--- src/rtl/aes_spi_link.sv ---
// SPI slave front end for an AES core: shifts in {plaintext,key}, launches the core,
// captures the result and shifts it back out on a later frame.
module aes_spi_link #(
    parameter int KEY_W = 128,
    parameter int BLK_W = 128,
    parameter int CPOL  = 0,
    parameter int CPHA  = 0
) (
    input  logic             clk,
    input  logic             reset_n,
    input  logic             sck,
    input  logic             cs_n,
    input  logic             sdi,
    output logic             sdo,
    output logic [KEY_W-1:0] key,
    output logic [BLK_W-1:0] plaintext,
    output logic             start,
    input  logic             done,
    input  logic [BLK_W-1:0] result,
    output logic             rdy,
    output logic             err
);

    // state   | meaning
    // IDLE    | no frame open, waiting for cs_n fall
    // RX      | shifting {plaintext,key} in on sample edges
    // WAIT    | core launched; capture result on first done, hold until cs_n fall
    // TX      | shifting captured result out on sdo

    localparam int N  = KEY_W + BLK_W;
    localparam int CW = $clog2(N + 1);
    localparam logic [CW-1:0] N_CNT    = CW'(N);
    localparam logic          SCK_IDLE = (CPOL != 0);

    typedef enum logic [1:0] {ST_IDLE, ST_RX, ST_WAIT, ST_TX} state_t;

    state_t          state_q, state_d;
    logic            sck_s1_q, sck_s2_q, sck_prev_q;
    logic            cs_s1_q, cs_s2_q, cs_prev_q;
    logic            sdi_s1_q, sdi_s2_q;
    logic [CW-1:0]   cnt_q, cnt_d;
    logic [N-1:0]    shreg_q, shreg_d;
    logic [BLK_W-1:0] tx_q, tx_d;
    logic            start_q, start_d;
    logic            err_q, err_d;
    logic            rdy_q, rdy_d;

    logic            sck_rise, sck_fall, lead_edge, trail_edge;
    logic            sample_edge, shift_edge, cs_fall, cs_rise;
    logic            cnt_adv, rx_full;
    logic [CW-1:0]   cnt_inc;

    assign sck_rise   = sck_s2_q & ~sck_prev_q;
    assign sck_fall   = ~sck_s2_q & sck_prev_q;
    assign lead_edge  = (CPOL == 0) ? sck_rise : sck_fall;
    assign trail_edge = (CPOL == 0) ? sck_fall : sck_rise;
    // gating on the delayed cs lets a sample coincident with cs_n rise still count
    assign sample_edge = ~cs_prev_q & ((CPHA == 0) ? lead_edge : trail_edge);
    assign shift_edge  = ~cs_prev_q & ((CPHA == 0) ? trail_edge : lead_edge);
    assign cs_fall     = cs_prev_q & ~cs_s2_q;
    assign cs_rise     = ~cs_prev_q & cs_s2_q;

    assign cnt_adv = sample_edge & (cnt_q != N_CNT);
    assign cnt_inc = cnt_q + {{(CW-1){1'b0}}, cnt_adv};
    assign rx_full = (cnt_inc == N_CNT);

    always_ff @(posedge clk or negedge reset_n) begin
        if (!reset_n) begin
            state_q    <= ST_IDLE;
            sck_s1_q   <= SCK_IDLE;
            sck_s2_q   <= SCK_IDLE;
            sck_prev_q <= SCK_IDLE;
            cs_s1_q    <= 1'b1;
            cs_s2_q    <= 1'b1;
            cs_prev_q  <= 1'b1;
            sdi_s1_q   <= 1'b0;
            sdi_s2_q   <= 1'b0;
            cnt_q      <= '0;
            shreg_q    <= '0;
            tx_q       <= '0;
            start_q    <= 1'b0;
            err_q      <= 1'b0;
            rdy_q      <= 1'b0;
        end else begin
            state_q    <= state_d;
            sck_s1_q   <= sck;
            sck_s2_q   <= sck_s1_q;
            sck_prev_q <= sck_s2_q;
            cs_s1_q    <= cs_n;
            cs_s2_q    <= cs_s1_q;
            cs_prev_q  <= cs_s2_q;
            sdi_s1_q   <= sdi;
            sdi_s2_q   <= sdi_s1_q;
            cnt_q      <= cnt_d;
            shreg_q    <= shreg_d;
            tx_q       <= tx_d;
            start_q    <= start_d;
            err_q      <= err_d;
            rdy_q      <= rdy_d;
        end
    end

    always_comb begin
        state_d = state_q;
        case (state_q)
            ST_IDLE: if (cs_fall) state_d = ST_RX;
            ST_RX:   if (cs_rise) state_d = rx_full ? ST_WAIT : ST_IDLE;
            ST_WAIT: if (cs_fall) state_d = rdy_q ? ST_TX : ST_RX;
            ST_TX:   if (cs_rise) state_d = ST_IDLE;
            default: state_d = ST_IDLE;
        endcase
    end

    always_comb begin
        cnt_d   = cnt_q;
        shreg_d = shreg_q;
        tx_d    = tx_q;
        start_d = 1'b0;
        err_d   = 1'b0;
        rdy_d   = rdy_q;
        case (state_q)
            ST_IDLE: begin
                if (cs_fall) cnt_d = '0;
            end
            ST_RX: begin
                if (cnt_adv) begin
                    shreg_d = {shreg_q[N-2:0], sdi_s2_q};
                    cnt_d   = cnt_inc;
                end
                if (cs_rise) begin
                    start_d = rx_full;
                    err_d   = ~rx_full;
                end
            end
            ST_WAIT: begin
                if (cs_fall) begin
                    cnt_d = '0;
                end else if (done && !rdy_q) begin
                    tx_d  = result;
                    rdy_d = 1'b1;
                end
            end
            ST_TX: begin
                if (cnt_adv) cnt_d = cnt_inc;
                // with CPHA=1 the first shift edge only launches the MSB already on sdo
                if (shift_edge && cnt_q != '0) tx_d = {tx_q[BLK_W-2:0], 1'b0};
                if (cs_rise) rdy_d = 1'b0;
            end
            default: ;
        endcase
    end

    assign sdo       = (state_q == ST_TX) && !cs_n && tx_q[BLK_W-1];
    assign key       = shreg_q[KEY_W-1:0];
    assign plaintext = shreg_q[N-1:KEY_W];
    assign start     = start_q;
    assign err       = err_q;
    assign rdy       = rdy_q;

endmodule
--- config.mk ---
export PLATFORM = sky130hd
export DESIGN_NAME = aes_spi_link
export DESIGN_NICKNAME = d
export VERILOG_FILES = /design/src/rtl/aes_spi_link.sv
export SDC_FILE = /design/constraint.sdc
export NUM_CORES = 1
export LEC_CHECK = 0
export ABC_AREA = 1
export BUFFER_PORTS_ARGS = -buffer_cell sky130_fd_sc_hd__buf_2
export CAP_MARGIN = 0
export CORE_ASPECT_RATIO = 0.9
export CORE_MARGIN = 4
export CORE_UTILIZATION = 35
export CTS_BUF_LIST = sky130_fd_sc_hd__clkbuf_4
export DETAILED_ROUTE_END_ITERATION = 7
export PLACE_DENSITY = 0.61
export RECOVER_POWER = 50
export SLEW_MARGIN = 20
export SYNTH_ARGS = -nofsm -noshare
export SYNTH_HDL_FRONTEND = slang
export SYNTH_SLANG_ARGS = --single-unit
--- constraint.sdc ---
create_clock -name clk -period 3.6 [get_ports clk]
set_input_delay 0.72 -clock clk [delete_from_list [all_inputs] [get_ports clk]]
set_output_delay 0.72 -clock clk [all_outputs]
set_load 0.02 [all_outputs]
==> flow_metrics.tcl <==
set metrics [dict create \
    grt_pass1_vias 15444 \
    avgSynthCellArea_um2 7.99 \
    synth-simple-area-share 0.374 \
    drtIter0Drc 1277 \
    period_minus_slack_ps 3170 \
    fp.coreArea_mm2 0.0503 \
    stdcell_area_mm2 0.0214 \
    path_max_fanout 99 \
    yosysSeqAreaShare 0.573 \
    synthCells 2222 \
    power_density_mw_per_mm2 549 \
    tightest_slew_ps 2500 \
    worstPathRequired_ps 4340 \
    status "complete, but fails checks" \
    cts_tree "built" \
    ys_seq_elements 406 \
    critPathKind "reg -> reg" \
    syn_area_mm2 0.0177 \
    min_path_type "in -> reg" \
    grt_pass1_wl_mm 83.1 \
    fmax_mhz 315 \
    synth_compound_area_frac 0.00310 \
    period_share 0.881 \
    grt_antenna_before_repair 3 \
    drt-total-wl_mm 50.9 \
    rows 78 \
    ant_nets 0 \
    cts_resized 0 \
    ys_warn_count 0 \
    skew_ps 49.6 \
    grt_max_degree 145 \
    initial_core_util 0.353 \
    finalSetupViolations 0 \
    placedCellCount 3170 \
    cts_setup_buffers 0 \
    setup_tns_ps 0 \
    final_hold_viol_count 0 \
    cp.arrival_ps 3920 \
    relSlewSlack -0.669 \
    area_growth_pct 20.6 \
    ys_types 25 \
    dieArea_mm2 0.0544 \
    vias 16219 \
    avgViaCountPerCell 4.82 \
    gp_congestion 0.827 \
    cp-end-kind "flop" \
    nets 2740 \
    fp.dieH_um 222 \
    synthXorXnorAreaFrac 0 \
    violations "capacitance limit, slew limit" \
    clockBufferDepth 3 \
    cts.sink_count 406 \
    hpwl_mm 32.2 \
    setup_slack_ps 427 \
    portBuffers 393 \
    final_cells 3368 \
    final_common_cell "nand2_1" \
    die_w_um 245 \
    cts.clk_slew.worst_paths_ps 60 \
    clock-root-buffer "clkbuf_4" \
    synthAdderAreaFrac 0.00141 \
    synth_top_family_by_area "simple AND/OR/NAND/NOR gates" \
    place_area_mm2 0.0202 \
    wl_per_cell_um 15.1 \
    ios 394 \
    grt_setup_unrepaired "false" \
    crit_path_start_kind "flop" \
    drc 0 \
    rrSetupSlack_ps 430 \
    layout-drive-gt1-share 0.185 \
    htreeDepth 3 \
    cap_violations 1 \
    place_ws_ps 847 \
    dr.pass1.iters 5 \
    synthesis.nets 2358 \
    synth.area.mux_share 0 \
    numCtsBuffers 108 \
    gr-total-overflow 0 \
    drv_slew 90 \
    ir_worst_vdd_v 0.000274 \
    insertion_delay_ps 820 \
    final_cell_mix "1198 x nand2_1, 403 x dfrtp_1, 400 x nand3_1" \
    grt.total_usage 0.183 \
    p_leak_uw 0.0125 \
]
## cell families after synthesis
kind of cell	count (synthesis)
simple gates	1627
flops	406
buf+inv	177
compound gates	10
fa+ha+maj	2
## worst max-delay path, cell delays in order (launching register included)
cell	delay, ps
dfrtp_1	480
inv_2	120
a21oi_1	230
nor2_1	60
nand2_1	840
buf_4	950
nand3_1	200
nand2_1	120
## layer usage
layer	vias to the layer above	wire length [um]	GRT usage	part of all wire
li1	7841	-	-	-
met5	-	20	0	0.00039
met2	552	22900	0.276	0.45
met4	2	1060	0.0567	0.021
met3	81	4080	0.0491	0.080
met1	7743	22900	0.259	0.45
## sequential cells by signal, indices dropped and copies added, names as in the netlist
| name | flops |
|---|---|
| shreg_q | 256 |
| tx_q | 128 |
| cnt_q | 9 |
| state_q | 2 |
| cs_prev_q | 1 |
| cs_s1_q | 1 |
| cs_s2_q | 1 |
| err | 1 |
| rdy | 1 |
| sck_prev_q | 1 |
| sck_s1_q | 1 |
| sck_s2_q | 1 |
| sdi_s1_q | 1 |
| sdi_s2_q | 1 |
| start | 1 |
## timing repair
item	4_1_cts	5_1_grt
hold buffers	4	0
endpoints found under the hold margin	83	0
setup endpoints to repair	0	0
## cell type report
class	count	area, um2
diodes	4	10.0
clock buffers	160	1200
clock inverters	30	158
fillers	5164	28900
inverters	23	92.6
multi-input cells	1639	6760
flip-flops and latches	406	10200
well taps	680	851
repair buffers	426	2160
## power by group
part | internal [uW] | leakage, uW | switching, uW
registers | 5280 | 0.00544 | 411
clock network | 2100 | 0.000813 | 1940
logic | 688 | 0.00628 | 1330
total | 8070 | 0.0125 | 3680
## cell usage after synthesis (all sizes together)
cell | count | share of area
inv | 23 | 0.0049
nand3 | 401 | 0.11
nand2 | 1201 | 0.25
ha | 2 | 0.0014
or2 | 2 | 0.00071
dfstp | 3 | 0.0044
dfrtp | 403 | 0.57
nor3 | 3 | 0.0011
a31oi | 1 | 0.00035
o21ai | 7 | 0.0020
a21oi | 2 | 0.00078
clkbuf | 34 | 0.0072
nor2 | 15 | 0.0036
nand4 | 5 | 0.0018
buf | 120 | 0.036
## stage by stage
step / power, uW / utilization / hold WS [ps]
floorplan: 7160 / - / 331
global placement: 7710 / 0.402 / 334
detailed placement: 7800 / 0.402 / 347
CTS: 12000 / 0.430 / 2.45
global route: 12500 / 0.426 / 64.1
finish: 11700 / 0.426 / 157
## path summary, 6_finish.rpt
check,from,end,depth (start not counted)
setup / recovery,state_q[0]$_DFFE_PN0P_,tx_q[48]$_DFFE_PN0P_,7
hold / removal,result[0],tx_q[0]$_DFFE_PN0P_,3
setup reg to reg,state_q[0]$_DFFE_PN0P_,tx_q[48]$_DFFE_PN0P_,7
hold reg to reg,sck_s1_q$_DFF_PN0_,sck_s2_q$_DFF_PN0_,0
max in group asynchronous,reset_n,shreg_q[175]$_DFFE_PN0P_,3
min in group asynchronous,reset_n,shreg_q[157]$_DFFE_PN0P_,2
Power figures use the tool's default switching activity.
